[src/rtl/multicycle_accum_n.sv]
// Serial signed add/subtract of N_OPS latched operands through one adder,
// with start/busy/done handshake, exact-range overflow flag and optional clamping.
module multicycle_accum_n #(
    parameter int W        = 8,
    parameter int N_OPS    = 4,
    parameter int SATURATE = 0
) (
    input  logic                  clock,
    input  logic                  reset,
    input  logic                  start,
    input  logic [N_OPS-1:0]      sub_mask,
    input  logic [N_OPS*W-1:0]    ops,
    output logic                  busy,
    output logic                  done,
    output logic signed [W-1:0]   result,
    output logic                  overflow
);

    localparam int IW = $clog2(N_OPS);
    localparam int AW = W + IW + 1;

    localparam logic signed [AW-1:0] MAXV = {{(AW-W+1){1'b0}}, {(W-1){1'b1}}};
    localparam logic signed [AW-1:0] MINV = {{(AW-W+1){1'b1}}, {(W-1){1'b0}}};

    typedef enum logic [1:0] {IDLE, ACCUM, DONE} state_t;

    state_t                 state, state_nxt;
    logic [N_OPS*W-1:0]     ops_q;
    logic [N_OPS-1:0]       mask_q;
    logic [IW-1:0]          idx;
    logic signed [AW-1:0]   acc;

    logic signed [W-1:0]    cur_op;
    logic signed [AW-1:0]   cur_ext;
    logic signed [AW-1:0]   sum_nxt;
    logic                   last;
    logic                   sum_hi;
    logic                   sum_lo;
    logic signed [W-1:0]    res_nxt;

    // State register
    always_ff @(posedge clock) begin
        if (!reset) state <= IDLE;
        else        state <= state_nxt;
    end

    // Next-state logic
    always_comb begin
        state_nxt = state;
        case (state)
            IDLE:    if (start) state_nxt = ACCUM;
            ACCUM:   if (last)  state_nxt = DONE;
            DONE:    state_nxt = IDLE;
            default: state_nxt = IDLE;
        endcase
    end

    // Handshake outputs are pure decodes of the state
    always_comb begin
        busy = (state != IDLE);
        done = (state == DONE);
    end

    // Adder/subtractor and final-sum classification
    always_comb begin
        cur_op  = ops_q[idx*W +: W];
        cur_ext = {{(AW-W){cur_op[W-1]}}, cur_op};
        sum_nxt = mask_q[idx] ? (acc - cur_ext) : (acc + cur_ext);
        last    = (idx == IW'(N_OPS-1));
        sum_hi  = (sum_nxt > MAXV);
        sum_lo  = (sum_nxt < MINV);
        if (SATURATE != 0 && sum_hi)      res_nxt = MAXV[W-1:0];
        else if (SATURATE != 0 && sum_lo) res_nxt = MINV[W-1:0];
        else                              res_nxt = sum_nxt[W-1:0];
    end

    // NOTE: operand/mask holding registers carry no reset; they are always
    // written on acceptance before being read, so resetting them buys nothing.
    always_ff @(posedge clock) begin
        if (state == IDLE && start) begin
            ops_q  <= ops;
            mask_q <= sub_mask;
        end
    end

    always_ff @(posedge clock) begin
        if (!reset) begin
            acc      <= '0;
            idx      <= '0;
            result   <= '0;
            overflow <= 1'b0;
        end else begin
            case (state)
                IDLE: begin
                    if (start) begin
                        acc <= '0;
                        idx <= '0;
                    end
                end
                ACCUM: begin
                    acc <= sum_nxt;
                    idx <= idx + 1'b1;
                    if (last) begin
                        result   <= res_nxt;
                        overflow <= sum_hi | sum_lo;
                    end
                end
                default: ;
            endcase
        end
    end

endmodule
[config.mk]
export PLATFORM = sky130hd
export DESIGN_NAME = multicycle_accum_n
export DESIGN_NICKNAME = d
export VERILOG_FILES = /design/src/rtl/multicycle_accum_n.sv
export SDC_FILE = /design/constraint.sdc
export NUM_CORES = 1
export LEC_CHECK = 0
export ABC_AREA = 1
export CAP_MARGIN = 20
export CORE_MARGIN = 3
export CORE_UTILIZATION = 57
export CTS_CLUSTER_DIAMETER = 120
export DETAILED_ROUTE_END_ITERATION = 12
export GPL_ROUTABILITY_DRIVEN = 0
export PLACE_DENSITY = 0.87
export RECOVER_POWER = 25
export SETUP_SLACK_MARGIN = 0.4
export SYNTH_ARGS = -nofsm -noshare
export SYNTH_HDL_FRONTEND = slang
export SYNTH_SLANG_ARGS = --single-unit
[constraint.sdc]
create_clock -name clock -period 4.3 [get_ports clock]
set_input_delay 0.645 -clock clock [delete_from_list [all_inputs] [get_ports clock]]
set_output_delay 0.645 -clock clock [all_outputs]
set_load 0.02 [all_outputs]
# Word level (Yosys, flattened, before mapping)
# Index checks and enable logic that the tools add are counted.
# Widths: inputs -> output; s select.
# word_totals
register_bits,60
inputBits,39
out_inout_bits,11
word_cells,37
# op_classes
addsub,3
n_lt_le_gt_ge,3
eq_ne,5
n_shift,1
n_mux,10
bitwise_logic,1
n_reduce_logical,7
# op_table
op,count
$shiftx 32x6->8,1
$mux 11,2
$pmux 11 s2,1
$add 11x8->11,1
$gt 11x8->1 const B,1
$lt 11x8->1 const B,1
$sub 11x8->11,1
$pmux 2 s2,2
$mux 2,3
$reduce_and 2->1,3
$eq 2x2->1 const B,2
$ne 2x2->1 const B,2
$reduce_bool 2->1,2
$lt 2x3->1 const B,1
$add 2x1->2 const B,1
$bmux 1 s2,1
$eq 2x1->1 const B,1
$logic_not 2->1,1
$logic_and 1x1->1,1
$mux 1,1
$or 1x1->1,1

# Depth between registers and ports, before layout
# logic_depth
depth_word,5
ltp_mapped,24
ltp_nobuf,22

# Worst setup path after synthesis
# OpenSTA, ideal clock, no wires.
# synth_timing
kind,in2reg
from,input start
to,register acc[5]
setup_time_ns,0.132
arrival_time_ns,2.881
t_required_ns,4.168
slack_ns,1.287
cell_stages,6
path_buffers,1
cell_sequence,inv_1 > nor2_1 > nor2_1 > clkbuf_1 > nand2_1 > a21oi_1
# synth_via
elab_chain_len,2
# synth_lines
element,line_no,source
start: declaration,10,"input logic start,"
$ne 2x2->1 (no source line),-,
$reduce_and 2->1 (no source line),-,
end signal: assignment,101,acc <= sum_nxt;
end: declaration,31,logic signed [AW-1:0] acc;
# Every way passes these cells.
# A chain may end at the register's enable or synchronous reset.

# Final worst setup path
# layout_timing
from,register idx[0]
to,register overflow
# layout_via
elab_chain_len,5
elab_cells_between_ends,11
cone_classes,add/sub: 2; order compare: 2; eq/ne: 1; shift: 1; mux: 3; bitwise: 1; reduce/logical: 1
# layout_lines
element,line_no,source
start: declaration,30,logic [IW-1:0] idx;
start signal: assignment,102,idx <= idx + 1'b1;
$shiftx 32x6->8 or $bmux 1 s2 (tied branches),"66, 68",
$add 11x8->11 (tied with other cells),68,sum_nxt = mask_q[idx] ? (acc - cur_ext) : (acc + cur_ext);
$mux 11,68,
$gt 11x8->1 or $lt 11x8->1 (tied branches),"70, 71",
$or 1x1->1,105,overflow <= sum_hi | sum_lo;
end signal: assignment,105,
end: declaration,16,output logic overflow
# Parallel ways exist; a longest one is shown, timed or not. The select of a mux whose other input is x is not followed.

==> impl_results.md <==
* Hold Vio Cnt, Final at 0
* Max Clk Rate at between 0.2 and 0.3 GHz
* Ys async rst share at 0%
* Ports at 50
* Post-synthesis adder-cell area fraction at 5.52%
* Post-synthesis xor/xnor area fraction at about 3.7%
* Post-CTS setup buffer count at 0
* Seq/Total Area, Yosys at ~50%
* Min-Delay Path Class: register to register
* Die Y at a little under 80 microns
* Antenna Diode Count at 0
* M2 GR Usage at 36.8%
* Mux cell area share after synthesis at 0%
* Synth warnings at 0
* Worst vdd ir at 0.000326 V
* Minimum clock period at around 3500 ps
* Largest net degree at the start of global routing at 39
* Flops & latches, synth at 60
* Synth Area in Compound Gates at roughly 9%
* GRT overflow at 0
* Worst setup EP type: register
* DRT Pass-1 Iters at 4
* Leakage at 1.62 nW
* Clk sink count at 60
* Die span in x at slightly below 80 microns
* Final Total Pwr at 1.64 mW
* Setup CP Type: register to register
* Post-synth cell types at 34
* Vias in the first global route at between 2000 and 2500
* Worst skew pair latency at about 340 ps
* Synth Flop Type: edfxtp_1
* Post-CTS Resized at 0
* Period utilization at 80.7%
* Setup total negative slack at 0 ps
* GRT met1 Usage at a little over a quarter
* Total wire length at 6230 microns
* Area Overhead vs Synth at 23.2%
* RSZ-0062 raised after global routing: no
* Post-route ant nets at 0
* Cell Area, Placed at 0.00362 sq mm
* Num CTS Buffers at 9
* Syn avg cell area at around 9 sq um
* Relative slew slack at 29.2%
* Buffers on Ports at 49
* Root Driver: clkbuf_8
* Post-Synthesis Cells at 347
* CTS Hold Bufs at 0
* Syn Std Cell Area at roughly 0.003 sq mm
* Final #Nets at about 450
* Power Density at 432 mW/mm^2
* TritonCTS clock tree: yes
* Global-route met3 utilization at about 5.8%
* Tot GR Track Use at between 20% and 30%
* Status: finished, final reports clean
* Initial antenna violation count at 0
* # setup viols final at 0
* Max-slew violations at 0
* 1st-iter DRT viols at 162
* Rows at 26
* Core Area at around 0.0052 sq mm
* Crit path DAT at about 3700 ps
* # Max-Cap Violations at 0
* GRT Max-Usage Layer: met2
* Bufs on Longest Clock Path at 2
* Worst-Margin Slew at around 1100 ps
* Via count normalized by instance count at 5.16
* Post-Syn Nets at approximately 400
* DRC Markers at 0
* CP Max Fanout at 18
* Via count at 2450
* Layout cells sized above 1 at 11.1%
* Die area at between 0.006 and 0.007 sq mm
* Initial Util at approximately 60%
* Startpoint types: register
* Cell area after layout at between 0.003 and 0.004 sq mm
* H-tree depth at 3
* Post-synth EDFFs at 36
* Clk slew on worst S/H paths at 70 ps
* Post-Synth Simple-Gate Area at 23.9%
* Req. time, crit path at between 4000 and 5000 ps
* Clock Skew at about 11 ps
* First-pass GRT wire length at around 11000 microns
* DP HPWL at around 4700 microns
* Wire per inst at roughly 13 microns
* Largest family of logic cells by synthesized area: simple AND/OR/NAND/NOR gates
-- placed cells by master, fill, tap and decap left out, types with 3 or more instances in the layout --
master	count
ha_1	12
dfxtp_1	24
a21oi_1	22
clkinv_1	3
a21oi_2	3
inv_1	32
clkbuf_8	9
nand3_2	6
inv_2	5
o21bai_1	5
nand2_2	10
xor2_1	12
clkdlybuf4s50_1	23
dlygate4sd3_1	26
nand2_1	97
o21ai_0	10
nand3_1	30
nor2_1	15
edfxtp_1	36
-- synth_stat cells (2+ instances only) --
| cell | count | area (sq um) |
|---|---|---|
| nand3_2 | 6 | 60.1 |
| xor2_1 | 12 | 105 |
| a21oi_2 | 3 | 26.3 |
| nor3_1 | 2 | 10.0 |
| nor2_1 | 16 | 60.1 |
| nand2_2 | 10 | 62.6 |
| edfxtp_1 | 36 | 1080 |
| nand3_1 | 30 | 150 |
| buf_6 | 3 | 33.8 |
| clkbuf_1 | 4 | 15.0 |
| nor2_2 | 2 | 12.5 |
| a21oi_1 | 22 | 110 |
| ha_1 | 12 | 150 |
| inv_2 | 5 | 18.8 |
| dfxtp_1 | 24 | 480 |
| o21a_1 | 2 | 15.0 |
| inv_1 | 32 | 120 |
| nand2_1 | 97 | 364 |
| o21ai_0 | 10 | 50.1 |
| o21bai_1 | 5 | 37.5 |
-- kinds of logic after synthesis --
group                      after synthesis
adders and majority gates               13
and+or+nand+nor                        165
xor gates and xnor gates                13
buffers and inverters                   48
AOI/OAI and AO/OA                       48
DFF                                     60
-- sequential cells by signal (all words and copies together) (netlist names) --
| name | flops |
|---|---|
| acc | 11 |
| idx | 2 |
| mask_q | 4 |
| ops_q | 32 |
| overflow | 1 |
| result | 8 |
| state | 2 |
-- metal layers --
layer | wire, microns | vias to the layer above
li1 | - | 1250
met1 | 2570 | 1111
met2 | 3170 | 75
met3 | 339 | 14
met4 | 141 | 0
met5 | 0 | -
-- final timing paths --
check | from | end | slack [ps] | cells after the start
worst max-delay path | idx[0] | overflow | 830 | 23
worst min-delay path | result[2] | result[2] | 470 | 2
worst max register to register | idx[0] | overflow | 830 | 23
worst min register to register | result[2] | result[2] | 470 | 2
-- layout make-up --
| class | count | area (sq um) |
|---|---|---|
| fill | 375 | 1370 |
| clock buffer | 10 | 128 |
| clock inverter | 6 | 55.1 |
| tap | 70 | 87.6 |
| sequential | 60 | 1560 |
| inverter | 39 | 149 |
| timing repair buffer | 51 | 505 |
| multi-input combinational | 239 | 1310 |
-- report_power, final --
group	internal, mW	leakage, nW	switching [mW]	total (mW)
clock network	0.261	0.0911	0.212	0.473
registers	0.655	0.540	0.0223	0.677
logic	0.184	0.988	0.308	0.492
total	1.10	1.62	0.542	1.64
-- critical path: stages, from the launching register on --
cell and delay, ps:
dfxtp_1 390, buf_4 220, inv_2 220, nand2_1 80, a32oi_1 280, inv_2 70, ha_1 210, nand2_2 100
o21ai_0 110, xnor2_1 150, ha_1 360, nand2_1 90, nor2_1 130, nand2_1 70, nand3_1 120, nand3_1 140
nand2_1 110, nand2_1 50, nand2_1 80, nand2_1 60, nor2_1 110, nand3_2 80, nand3_2 70, a21oi_2 60
-- stage by stage --
stage,hold slack [ps],cells,worst slack (ps),utilization [%]
after floorplan,441,347,1290,-
after global placement,453,459,1040,69.9
after detailed placement,458,459,891,69.9
after CTS,475,475,878,73.5
after global routing,491,475,483,73.5
final,470,475,830,73.5
Note: power is estimated with default switching activity, not from simulation.
